**src/rtl/frame_sum_accumulator.sv**
```systemverilog
`default_nettype none
// ============================================================================
// Module   : frame_sum_accumulator
// Brief    : Accumulates N_SAMPLES 5-bit ripple-adder results {COUT,SUM} per
//            frame and hands the total plus a sticky overflow flag downstream.
// Revision : 1.0 - initial release
// ============================================================================
module frame_sum_accumulator #(
    parameter int N_SAMPLES = 4,
    parameter int ACC_W     = 8
) (
    input  logic             CLK,
    input  logic             RST_N,
    input  logic             CLEAR,
    input  logic             IN_VALID,
    output logic             IN_READY,
    input  logic [3:0]       SUM,
    input  logic             COUT,
    output logic             OUT_VALID,
    input  logic             OUT_READY,
    output logic [ACC_W-1:0] ACC,
    output logic             OVF,
    output logic [3:0]       COUNT
);

    typedef enum logic [0:0] {
        ST_ACCUM = 1'b0,
        ST_HOLD  = 1'b1
    } state_t;

    localparam logic [3:0] c_last_count = 4'(N_SAMPLES);

    state_t           r_state;
    state_t           w_state_nxt;
    logic [ACC_W-1:0] r_acc;
    logic [ACC_W-1:0] w_acc_nxt;
    logic             r_ovf;
    logic             w_ovf_nxt;
    logic [3:0]       r_count;
    logic [3:0]       w_count_nxt;
    logic [ACC_W:0]   w_sum;
    logic [3:0]       w_count_inc;

    // One spare MSB captures the carry out of the accumulator's top bit.
    assign w_sum       = {1'b0, r_acc} + {{(ACC_W-4){1'b0}}, COUT, SUM};
    assign w_count_inc = r_count + 4'd1;

    always_ff @(posedge CLK or negedge RST_N) begin
        if (!RST_N) begin
            r_state <= ST_ACCUM;
            r_acc   <= '0;
            r_ovf   <= 1'b0;
            r_count <= 4'd0;
        end else begin
            r_state <= w_state_nxt;
            r_acc   <= w_acc_nxt;
            r_ovf   <= w_ovf_nxt;
            r_count <= w_count_nxt;
        end
    end

    always_comb begin
        w_state_nxt = r_state;
        w_acc_nxt   = r_acc;
        w_ovf_nxt   = r_ovf;
        w_count_nxt = r_count;

        // CLEAR wins over both handshakes; any in-flight value or frame is lost.
        if (CLEAR) begin
            w_state_nxt = ST_ACCUM;
            w_acc_nxt   = '0;
            w_ovf_nxt   = 1'b0;
            w_count_nxt = 4'd0;
        end else begin
            case (r_state)
                ST_ACCUM: begin
                    if (IN_VALID) begin
                        w_acc_nxt   = w_sum[ACC_W-1:0];
                        w_ovf_nxt   = r_ovf | w_sum[ACC_W];
                        w_count_nxt = w_count_inc;
                        if (w_count_inc == c_last_count) begin
                            w_state_nxt = ST_HOLD;
                        end
                    end
                end
                ST_HOLD: begin
                    if (OUT_READY) begin
                        w_state_nxt = ST_ACCUM;
                        w_acc_nxt   = '0;
                        w_ovf_nxt   = 1'b0;
                        w_count_nxt = 4'd0;
                    end
                end
                default: begin
                    w_state_nxt = ST_ACCUM;
                end
            endcase
        end
    end

    assign IN_READY  = (r_state == ST_ACCUM);
    assign OUT_VALID = (r_state == ST_HOLD);
    assign ACC       = r_acc;
    assign OVF       = r_ovf;
    assign COUNT     = r_count;

endmodule
`default_nettype wire
```
**config.mk**
```make
export PLATFORM = sky130hd
export DESIGN_NAME = frame_sum_accumulator
export DESIGN_NICKNAME = d
export VERILOG_FILES = /design/src/rtl/frame_sum_accumulator.sv
export SDC_FILE = /design/constraint.sdc
export NUM_CORES = 1
export LEC_CHECK = 0
export BUFFER_PORTS_ARGS = -buffer_cell sky130_fd_sc_hd__buf_2
export CORE_ASPECT_RATIO = 1.2
export CORE_MARGIN = 10
export CORE_UTILIZATION = 49
export DETAILED_ROUTE_END_ITERATION = 10
export GPL_ROUTABILITY_DRIVEN = 0
export GPL_TIMING_DRIVEN = 0
export PLACE_DENSITY = 0.79
export SYNTH_ARGS = -nofsm -noshare
export SYNTH_HDL_FRONTEND = slang
export SYNTH_SLANG_ARGS = --single-unit
```
**constraint.sdc**
```tcl
create_clock -name CLK -period 1.8 [get_ports CLK]
set_input_delay 0.18 -clock CLK [delete_from_list [all_inputs] [get_ports CLK]]
set_output_delay 0.18 -clock CLK [all_outputs]
set_load 0.02 [all_outputs]
```
==> Implementation_results.wiki, run 1 <==
{| class="wikitable"
! Metric !! Value
|-
| Met2 Track Usage GR || 0.168
|-
| Post-synthesis instance area || 837 um^2
|-
| Leading post-synthesis cells by instance count || 14 x sky130_fd_sc_hd__dfrtp_1, 13 x sky130_fd_sc_hd__nand2_1, 8 x sky130_fd_sc_hd__o21ai_0
|-
| GRT busiest layer || met2
|-
| Sequential share of power || 0.439
|-
| Worst-case reg-to-reg path depth || 5
|-
| Top-area cell type share of the netlist area || 0.419
|-
| Leading post-synthesis cells by cell area || sky130_fd_sc_hd__dfrtp_1 42%, sky130_fd_sc_hd__ha_1 9.0%, sky130_fd_sc_hd__nand2_1 5.8%, sky130_fd_sc_hd__o21ai_0 4.8%, sky130_fd_sc_hd__a22o_1 3.1%
|-
| Fraction of power consumed by combinational cells || 0.277
|-
| Setup violation total in the final timing report || 0
|-
| Power density relative to cell area || 803 nW/um^2
|-
| Number of routed nets with antenna violations || 0
|-
| Sort of element at the end of the critical path || register
|-
| Dominant cell by count in the synthesized netlist || sky130_fd_sc_hd__dfrtp_1
|-
| Worst setup path startpoint || ACC[0]
|-
| Relative slew margins || 0.784
|-
| Final instance count without filler cells || 129
|-
| Number of filler cells placed in the layout || 135
|-
| CTS tree || done
|-
| YS warnings || 0
|-
| Later-pin clock latency in the skew report || 0.29 ns
|-
| Net count reported at finish || 129
|-
| Final global-route overflow total || 0
|-
| Initial antenna violation count || 0
|-
| Post-Synthesis Net Count || 99
|-
| Ratio of cells with drive above 1 in the final layout || 0.315
|-
| Maximum single-stage delay on the critical path || 0.42 ns
|-
| Internal power consumption || 554 uW
|-
| Y dimension of the die || 65.3 um
|-
| Average footprint of a synthesized cell || 10.2 um^2
|-
| GR Layer Usage met3 || 0.0308
|-
| Effective utilization at floorplan || 0.516
|-
| Launch point of the worst reg-to-reg path || ACC[0]
|-
| Final critical-path required period || 1.74 ns
|-
| Deepest clock path buffer count || 2
|-
| Number of remaining DRC errors || 0
|-
| CP delay by family, top || adder cells
|-
| Post-route clock skew || 0.00191 ns
|-
| Setup repair after global routing missed its margin || no
|-
| Number of design-rule violations left by the first detailed-router iteration || 14
|-
| Critical path fanouts, max || 3
|-
| Result of the run || finished, final reports clean
|-
| Via-per-instance ratio || 5.44
|-
| MaxCap Viol Count || 0
|-
| Total GRT Usage || 0.104
|-
| Part of the total power dissipated in the clock network || 0.285
|-
| Transition time at the pin with the least slew margin || 0.324 ns
|-
| Clock tree root buffer cell || sky130_fd_sc_hd__clkbuf_4
|-
| Net load switching power || 273 uW
|-
| Worst Hold Endpoint || OUT_VALID
|-
| Hold_sp || OUT_READY
|-
| Total half-perimeter wirelength after legalization and detailed placement || 1.53 mm
|-
| Lkg Pwr || 0.000529 uW
|-
| Hold Fails Final Rpt || 0
|-
| Sum of routed wire length over all layers || 1.94 mm
|-
| Average wire length per cell after detail routing || 15.0 um
|-
| Number of setup buffers added after CTS || 0
|-
| Relative area change from synthesis to final layout || 23.0%
|-
| Worst EP required || 1.99 ns
|-
| Synthesized instance count || 82
|-
| Core Region || 1620 um^2
|-
| Library cells used by synthesis || 32
|-
| Number of buffer and inverter stages on the critical path || 0
|-
| Main synth FF type || sky130_fd_sc_hd__dfrtp_1
|-
| Data arrival time of the worst path || 1.93 ns
|-
| Global-route wire length before repair || 3.17 mm
|-
| Floorplan die area || 3770 um^2
|-
| Max rail drop VDD || 452 uV
|-
| Worst hold path stage count || 2
|-
| Post-synthesis async set-or-reset flop share || 1.00
|-
| Class of the most critical setup path || register to register
|-
| Maximum number of pins on one net before global-route repair || 15
|-
| Library cell occupying the most area in the post-synthesis netlist || sky130_fd_sc_hd__dfrtp_1
|-
| Post-synthesis sequential area ratio || 0.419
|-
| Clock sink count || 14
|-
| Total instance count after detailed placement || 124
|-
| Register-to-register path setup slack || 0.06 ns
|-
| Top achievable clock speed || 0.574 GHz
|-
| Switching share of power || 0.330
|-
| Router iterations before antenna repair || 4
|-
| Via count || 702
|-
| Startpoint class of the critical path || register
|-
| Post-route clock period utilization || 0.968
|-
| I/O Pins || 25
|-
| Post-synth EDFFs || 0
|-
| Final Core Density || 0.635
|-
| Number of pins exceeding their max-slew limit in the final report || 0
|-
| Reg-to-reg critical path endpoint || OVF
|-
| Cell type of the slowest stage on the worst timing path || sky130_fd_sc_hd__fa_1
|-
| Ant diodes || 0
|-
| H-tree depth reported by CTS || 1
|-
| Row Count || 16
|-
| Die width || 57.7 um
|-
| GR Layer Usage met1 || 0.108
|-
| Number of global-route vias before repair || 760
|-
| CTS clock-pin slew for the worst setup and hold paths || 0.09 ns
|-
| Number of port buffers || 24
|-
| Worst min-delay path category || primary input to register
|-
| Number of clock buffers inserted by TritonCTS || 3
|-
| Ordered list of cells on the worst path || ha_1 -> fa_1 -> a21oi_2 -> o21ai_1 -> a32o_1
|-
| Total of flip-flops plus latches after synthesis || 14
|}
-- power by group through the flow --
stage | Combinational (uW) | Sequential, uW | Clock [uW]
after floorplan | 121 | 396 | 0
after detailed placement | 227 | 369 | 0
final | 229 | 363 | 236
after global placement | 217 | 368 | 0
after global routing | 254 | 368 | 249
after CTS | 231 | 363 | 243
-- metal layers --
layer | vias up | routed length (um)
li1 | 353 | -
met1 | 327 | 878
met2 | 17 | 885
met3 | 5 | 115
met4 | 0 | 55
met5 | - | 0
-- cell type report --
class                      count  area (um^2)  share of cell area
buffer                         1         11.3              0.0109
clock buffer                   4         36.3              0.0352
inverter                       4         15.0              0.0146
multi-input combinational     63          464               0.451
sequential                    14          350               0.340
tap                           18         22.5              0.0219
timing repair buffer          25          130               0.126
-- flip-flops by register name (all words and copies together), names as in the netlist --
name / cells
OUT_VALID: 1
OVF: 1
COUNT: 4
ACC: 8
-- metrics by stage --
stage	setup slack, ns	hold WS (ns)	power, uW	instance area (um^2)	setup TNS [ns]
final	0.0567	0.140	827	1030	0
after detailed placement	-0.0151	0.0999	596	980	-0.0155
after global routing	0.00113	0.165	871	1030	0
after CTS	0.0330	0.133	836	1030	0
after global placement	0.00303	0.0941	585	980	0
after floorplan	0.0600	-0.116	517	837	0
-- logic make-up (layout without fill, tap and decap cells) --
family | after synthesis | in the layout | share of synthesized area
AO/OA/AOI/OAI | 27 | 27 | 0.245
XOR/XNOR | 5 | 5 | 0.0523
flip-flops | 14 | 14 | 0.419
AND/OR/NAND/NOR | 23 | 23 | 0.127
adder cells (fa/ha/maj) | 7 | 7 | 0.114
buffers and inverters | 5 | 34 | 0.0314
multiplexers | 1 | 1 | 0.0120
-- cells in the final DEF (no fill, tap or decap), types with 2 or more instances in the layout --
master,count
sky130_fd_sc_hd__dfrtp_1,14
sky130_fd_sc_hd__nand2_1,13
sky130_fd_sc_hd__xnor2_1,3
sky130_fd_sc_hd__o21ai_1,2
sky130_fd_sc_hd__a21oi_1,3
sky130_fd_sc_hd__nand3_1,2
sky130_fd_sc_hd__o21ai_0,7
sky130_fd_sc_hd__buf_2,24
sky130_fd_sc_hd__nand2b_1,2
sky130_fd_sc_hd__inv_1,4
sky130_fd_sc_hd__xor2_1,2
sky130_fd_sc_hd__a22o_1,3
sky130_fd_sc_hd__clkbuf_4,3
sky130_fd_sc_hd__ha_1,6
-- repair_timing --
action | 4_1_cts | 5_1_grt
resized for setup | 1 | 1
endpoints found under the hold margin | 14 | 0
endpoints found under the setup margin | 2 | 2
cloned | 0 | 0
hold buffers | 1 | 0
-- worst max-delay path by stage --
stage,end,slack [ns],depth (start not counted)
CTS,OVF,0.03,5
global placement,OVF,0.003,5
global route,OVF,0.001,5
floorplan,OVF,0.06,5
detailed placement,OVF,-0.02,5
finish,OVF,0.06,5
(Power assumes the default switching activity.)
==> run 2, diff against run 1 <==
CORE_ASPECT_RATIO = not set   (was 1.2)
==> run 2 against run 1 <==
  * Register-to-register slack better by 0.07 ns
  * Sequential share of layout area up 0.33 points
  * Via count up 2.3%
  * Sequential cell count unchanged
  * Cell area down 0.97%
  * Count of clock-buffer cells in the layout down 1
  * Critical path type unchanged
  * Largest power group unchanged
==> Implementation_results.wiki, run 2 (synthesized netlist as in run 1, its figures left out) <==
{| class="wikitable"
! Metric !! Value
|-
| Deepest clock path buffer count || 2
|-
| Number of clock buffers inserted by TritonCTS || 3
|-
| Ratio of cells with drive above 1 in the final layout || 0.327
|-
| Ant diodes || 0
|-
| Register-to-register path setup slack || 0.13 ns
|-
| Later-pin clock latency in the skew report || 0.28 ns
|-
| Top achievable clock speed || 0.599 GHz
|-
| Timing endpoint of the critical path || OVF
|-
| Total half-perimeter wirelength after legalization and detailed placement || 1.52 mm
|-
| Via count || 718
|-
| Floorplan die area || 3760 um^2
|-
| Number of setup buffers added after CTS || 0
|-
| Total GRT Usage || 0.119
|-
| Result of the run || finished, final reports clean
|-
| Post-layout worst setup margin || 0.132 ns
|-
| Worst min-delay path category || primary input to register
|-
| Startpoint class of the critical path || register
|-
| Maximum single-stage delay on the critical path || 0.41 ns
|-
| Router iterations before antenna repair || 4
|-
| Y dimension of the die || 61.3 um
|-
| Relative slew margins || 0.779
|-
| Largest register FFs || 8
|-
| DP Worst Slack || -0.0142 ns
|-
| Global-route wire length before repair || 3.35 mm
|-
| Class of the most critical setup path || register to register
|-
| Row Count || 14
|-
| I/O Pins || 25
|-
| CTS clock-pin slew for the worst setup and hold paths || 0.09 ns
|-
| Worst-case reg-to-reg path depth || 5
|-
| Setup violation total in the final timing report || 0
|-
| Initial antenna violation count || 0
|-
| H-tree depth reported by CTS || 1
|-
| Number of pins exceeding their max-slew limit in the final report || 0
|-
| Cell type of the slowest stage on the worst timing path || sky130_fd_sc_hd__dfrtp_1
|-
| Via-per-instance ratio || 5.70
|-
| Seq. cell area || 350 um^2
|-
| Critical path fanouts, max || 3
|-
| TNS Setup || 0 ns
|-
| Average wire length per cell after detail routing || 15.5 um
|-
| MaxCap Viol Count || 0
|-
| Maximum number of pins on one net before global-route repair || 15
|-
| Relative area change from synthesis to final layout || 21.8%
|-
| Clock sink count || 14
|-
| Core Region || 1560 um^2
|-
| Number of design-rule violations left by the first detailed-router iteration || 16
|-
| Max rail drop VDD || 463 uV
|-
| Net count reported at finish || 129
|-
| Most frequent cells in the layout || 24 x sky130_fd_sc_hd__buf_2, 14 x sky130_fd_sc_hd__dfrtp_1, 13 x sky130_fd_sc_hd__nand2_1
|-
| Ordered list of cells on the worst path || ha_1 -> fa_2 -> a21oi_2 -> o21ai_2 -> a32o_1
|-
| Transition time at the pin with the least slew margin || 0.332 ns
|-
| Power density relative to cell area || 760 nW/um^2
|-
| Data arrival time of the worst path || 1.84 ns
|-
| Effective utilization at floorplan || 0.537
|-
| Clock tree root buffer cell || sky130_fd_sc_hd__clkbuf_4
|-
| Reg-to-reg critical path endpoint || OVF
|-
| CTS tree || done
|-
| Worst setup path startpoint || ACC[0]
|-
| Worst EP required || 1.97 ns
|-
| Post-route clock period utilization || 0.927
|-
| Number of port buffers || 24
|-
| Number of routed nets with antenna violations || 0
|-
| Sort of element at the end of the critical path || register
|-
| Lkg Pwr || 0.000522 uW
|-
| Hold Fails Final Rpt || 0
|-
| Post-route clock skew || 0.00678 ns
|-
| Final critical-path required period || 1.67 ns
|-
| Number of global-route vias before repair || 763
|-
| Setup repair after global routing missed its margin || no
|-
| Area used by multi-input combinational logic || 470 um^2
|-
| Final global-route overflow total || 0
|-
| Number of remaining DRC errors || 0
|-
| Launch point of the worst reg-to-reg path || ACC[0]
|-
| Sum of routed wire length over all layers || 1.95 mm
|-
| Die width || 61.3 um
|-
| Number of filler cells placed in the layout || 142
|-
| Most common cell after layout, fill and taps aside || sky130_fd_sc_hd__buf_2
|}
-- run 2: worst min path at each step --
| stage | from | endpoint | slack, ns | cells after the start |
|---|---|---|---|---|
| final | OUT_READY | OUT_VALID | 0.14 | 2 |
| after global placement | RST_N | ACC[1] | 0.09 | 1 |
| after CTS | OUT_READY | OUT_VALID | 0.13 | 2 |
| after floorplan | RST_N | ACC[0] | -0.12 | 0 |
| after detailed placement | RST_N | ACC[1] | 0.1 | 1 |
| after global routing | OUT_READY | OUT_VALID | 0.15 | 2 |
-- run 2: cell type report --
cell class	instances	share of cell area
Buffer	1	0.0110
Clock buffer	3	0.0221
Inverter	4	0.0147
Multi-Input combinational cell	63	0.461
Sequential cell	14	0.344
Tap cell	16	0.0196
Timing Repair Buffer	25	0.128
-- run 2: worst max-delay path, delay by kind of cell (launching register included) --
kind	cells	cell delay (ns)
compound gates	3	0.54
flops	1	0.41
fa+ha+maj	2	0.59
-- run 2: timing repair --
| item | in CTS | in global routing |
|---|---|---|
| pin swaps | 0 | 2 |
| hold endpoints to repair | 14 | 0 |
| resized for setup | 1 | 3 |
| setup endpoints to repair | 2 | 3 |
| hold buffers | 1 | 0 |
-- run 2: routing by layer --
layer	part of all wire	up-vias	wire, um	track usage
met5	0	-	0	0
met4	0.0072	0	14	0.0573
met3	0.090	4	175	0.0494
met2	0.46	22	891	0.189
met1	0.45	338	867	0.135
li1	-	354	-	-
-- run 2: report_power, final --
group / leakage, uW / switching [uW] / internal (uW)
combinational: 0.000318 / 137 / 95.0
sequential: 0.000190 / 24.9 / 338
clock: 0.0000138 / 103 / 77.7
total: 0.000522 / 264 / 511
-- run 2: through the flow --
| stage | power, uW | instance area (um^2) | utilization | instances | hold WS, ns |
|---|---|---|---|---|---|
| 2_1_floorplan | 517 | 837 | - | 82 | -0.116 |
| 3_3_place_gp | 584 | 977 | 0.627 | 122 | 0.0928 |
| 3_5_place_dp | 593 | 977 | 0.627 | 122 | 0.0982 |
| 4_1_cts | 777 | 1010 | 0.648 | 126 | 0.126 |
| 5_1_grt | 836 | 1020 | 0.654 | 126 | 0.152 |
| 6_report | 775 | 1020 | 0.654 | 126 | 0.142 |
==> run 3, diff against run 2 <==
RECOVER_POWER = 25   (was not set)
==> run 3 against run 2 <==
  * Worst setup slack barely moved
  * Fmax barely moved
  * Power barely moved
  * Register-to-register slack barely moved
  * Combinational power barely moved
  * Critical endpoint unchanged
  * Largest cell class unchanged
==> Implementation_results.wiki, run 3 (synthesized netlist as in run 1, its figures left out) <==
{| class="wikitable"
! Metric !! Value
|-
| Maximum single-stage delay on the critical path || 0.41 ns
|-
| Number of remaining DRC errors || 0
|-
| Row Count || 14
|-
| Startpoint class of the critical path || register
|-
| Sequential share of power || 0.468
|-
| Number of pins exceeding their max-slew limit in the final report || 0
|-
| Class of the most critical setup path || register to register
|-
| Worst EP required || 1.97 ns
|-
| Number of setup buffers added after CTS || 0
|-
| Ant diodes || 0
|-
| Router iterations before antenna repair || 4
|-
| Floorplan die area || 3760 um^2
|-
| Total GRT Usage || 0.119
|-
| Max rail drop VDD || 463 uV
|-
| Most common cell after layout, fill and taps aside || sky130_fd_sc_hd__buf_2
|-
| Post-route clock skew || 0.00678 ns
|-
| Internal power consumption || 510 uW
|-
| Y dimension of the die || 61.3 um
|-
| Part of the total power dissipated in the clock network || 0.233
|-
| Total half-perimeter wirelength after legalization and detailed placement || 1.52 mm
|-
| Post-layout worst setup margin || 0.132 ns
|-
| Relative slew margins || 0.473
|-
| CTS clock-pin slew for the worst setup and hold paths || 0.09 ns
|-
| Final Core Density || 0.653
|-
| Final global-route overflow total || 0
|-
| MaxCap Viol Count || 0
|-
| H-tree depth reported by CTS || 1
|-
| Number of port buffers || 24
|-
| Die width || 61.3 um
|-
| Global-route wire length before repair || 3.35 mm
|-
| Clock tree root buffer cell || sky130_fd_sc_hd__clkbuf_4
|-
| Ordered list of cells on the worst path || ha_1 -> fa_2 -> a21oi_2 -> o21ai_2 -> a32o_1
|-
| CP delay by family, top || adder cells
|-
| Initial antenna violation count || 0
|-
| Setup repair after global routing missed its margin || no
|-
| Sort of element at the end of the critical path || register
|-
| Cell type of the slowest stage on the worst timing path || sky130_fd_sc_hd__dfrtp_1
|-
| Effective utilization at floorplan || 0.537
|-
| Number of buffer and inverter stages on the critical path || 0
|-
| Result of the run || finished, final reports clean
|-
| Fraction of power consumed by combinational cells || 0.299
|-
| Worst min-delay path category || primary input to register
|-
| Top achievable clock speed || 0.599 GHz
|-
| Post-route clock period utilization || 0.927
|-
| Hold Fails Final Rpt || 0
|-
| Net load switching power || 264 uW
|-
| CTS tree || done
|-
| Final instance count without filler cells || 126
|-
| Transition time at the pin with the least slew margin || 0.791 ns
|-
| Lkg Pwr || 0.000519 uW
|-
| Setup violation total in the final timing report || 0
|-
| Critical path fanouts, max || 3
|-
| I/O Pins || 25
|-
| Clock sink count || 14
|-
| Power density relative to cell area || 761 nW/um^2
|-
| DP Worst Slack || -0.0142 ns
|-
| Number of global-route vias before repair || 763
|-
| Net count reported at finish || 129
|-
| Largest register FFs || 8
|-
| Total instance count after detailed placement || 122
|-
| Deepest clock path buffer count || 2
|-
| Average wire length per cell after detail routing || 15.4 um
|-
| Via-per-instance ratio || 5.71
|-
| Data arrival time of the worst path || 1.84 ns
|-
| Relative area change from synthesis to final layout || 21.7%
|-
| Sum of routed wire length over all layers || 1.95 mm
|-
| Most frequent cells in the layout || 23 x sky130_fd_sc_hd__buf_2, 14 x sky130_fd_sc_hd__dfrtp_1, 13 x sky130_fd_sc_hd__nand2_1
|-
| Later-pin clock latency in the skew report || 0.28 ns
|-
| Maximum number of pins on one net before global-route repair || 15
|-
| Number of clock buffers inserted by TritonCTS || 3
|-
| Core Region || 1560 um^2
|-
| Switching share of power || 0.341
|-
| Number of design-rule violations left by the first detailed-router iteration || 16
|-
| Number of routed nets with antenna violations || 0
|-
| Final critical-path required period || 1.67 ns
|-
| Via count || 719
|-
| Ratio of cells with drive above 1 in the final layout || 0.318
|}
-- run 3: final timing paths --
check | slack (ns) | endpoint | cells after the start | startpoint
min in group asynchronous | 0.48 | ACC[1] | 2 | RST_N
max in group asynchronous | 0.82 | OUT_VALID | 2 | RST_N
min | 0.14 | OUT_VALID | 2 | OUT_READY
max | 0.13 | OVF | 5 | ACC[0]
min reg2reg | 0.50 | OVF | 1 | OVF
max reg2reg | 0.13 | OVF | 5 | ACC[0]
-- run 3: per-layer routing --
layer  global-route usage  vias up  part of all wire
li1                     -      354                 -
met3               0.0494        4             0.090
met4               0.0573        0            0.0072
met1                0.135      339              0.44
met5                    0        -                 0
met2                0.189       22              0.46
-- run 3: area by class of cell --
cell class | instances | area [um^2]
Sequential cell | 14 | 350
Timing Repair Buffer | 25 | 129
Fill cell | 142 | 541
Inverter | 4 | 15.0
Clock buffer | 3 | 22.5
Buffer | 1 | 11.3
Tap cell | 16 | 20.0
Multi-Input combinational cell | 63 | 470
-- run 3: power by group through the flow --
| stage | Clock (uW) | Sequential (uW) | Combinational (uW) |
|---|---|---|---|
| finish | 180 | 363 | 232 |
| global route | 209 | 370 | 258 |
| CTS | 187 | 363 | 227 |
| detailed placement | 0 | 370 | 223 |
| floorplan | 0 | 396 | 121 |
| global placement | 0 | 368 | 216 |
-- run 3: timing repair --
action	CTS	global route
pin swaps	0	2
hold buffers	1	0
resized for setup	1	3
setup endpoints to repair	2	3
endpoints found under the hold margin	14	0
-- run 3: stage by stage --
stage                     power (uW)  cell area, um^2  TNS, ns  hold WS, ns
final                            775             1020        0        0.142
after detailed placement         593              977  -0.0142       0.0982
after floorplan                  517              837        0       -0.116
after global routing             836             1020        0        0.152
after global placement           584              977        0       0.0928
after CTS                        777             1010        0        0.126
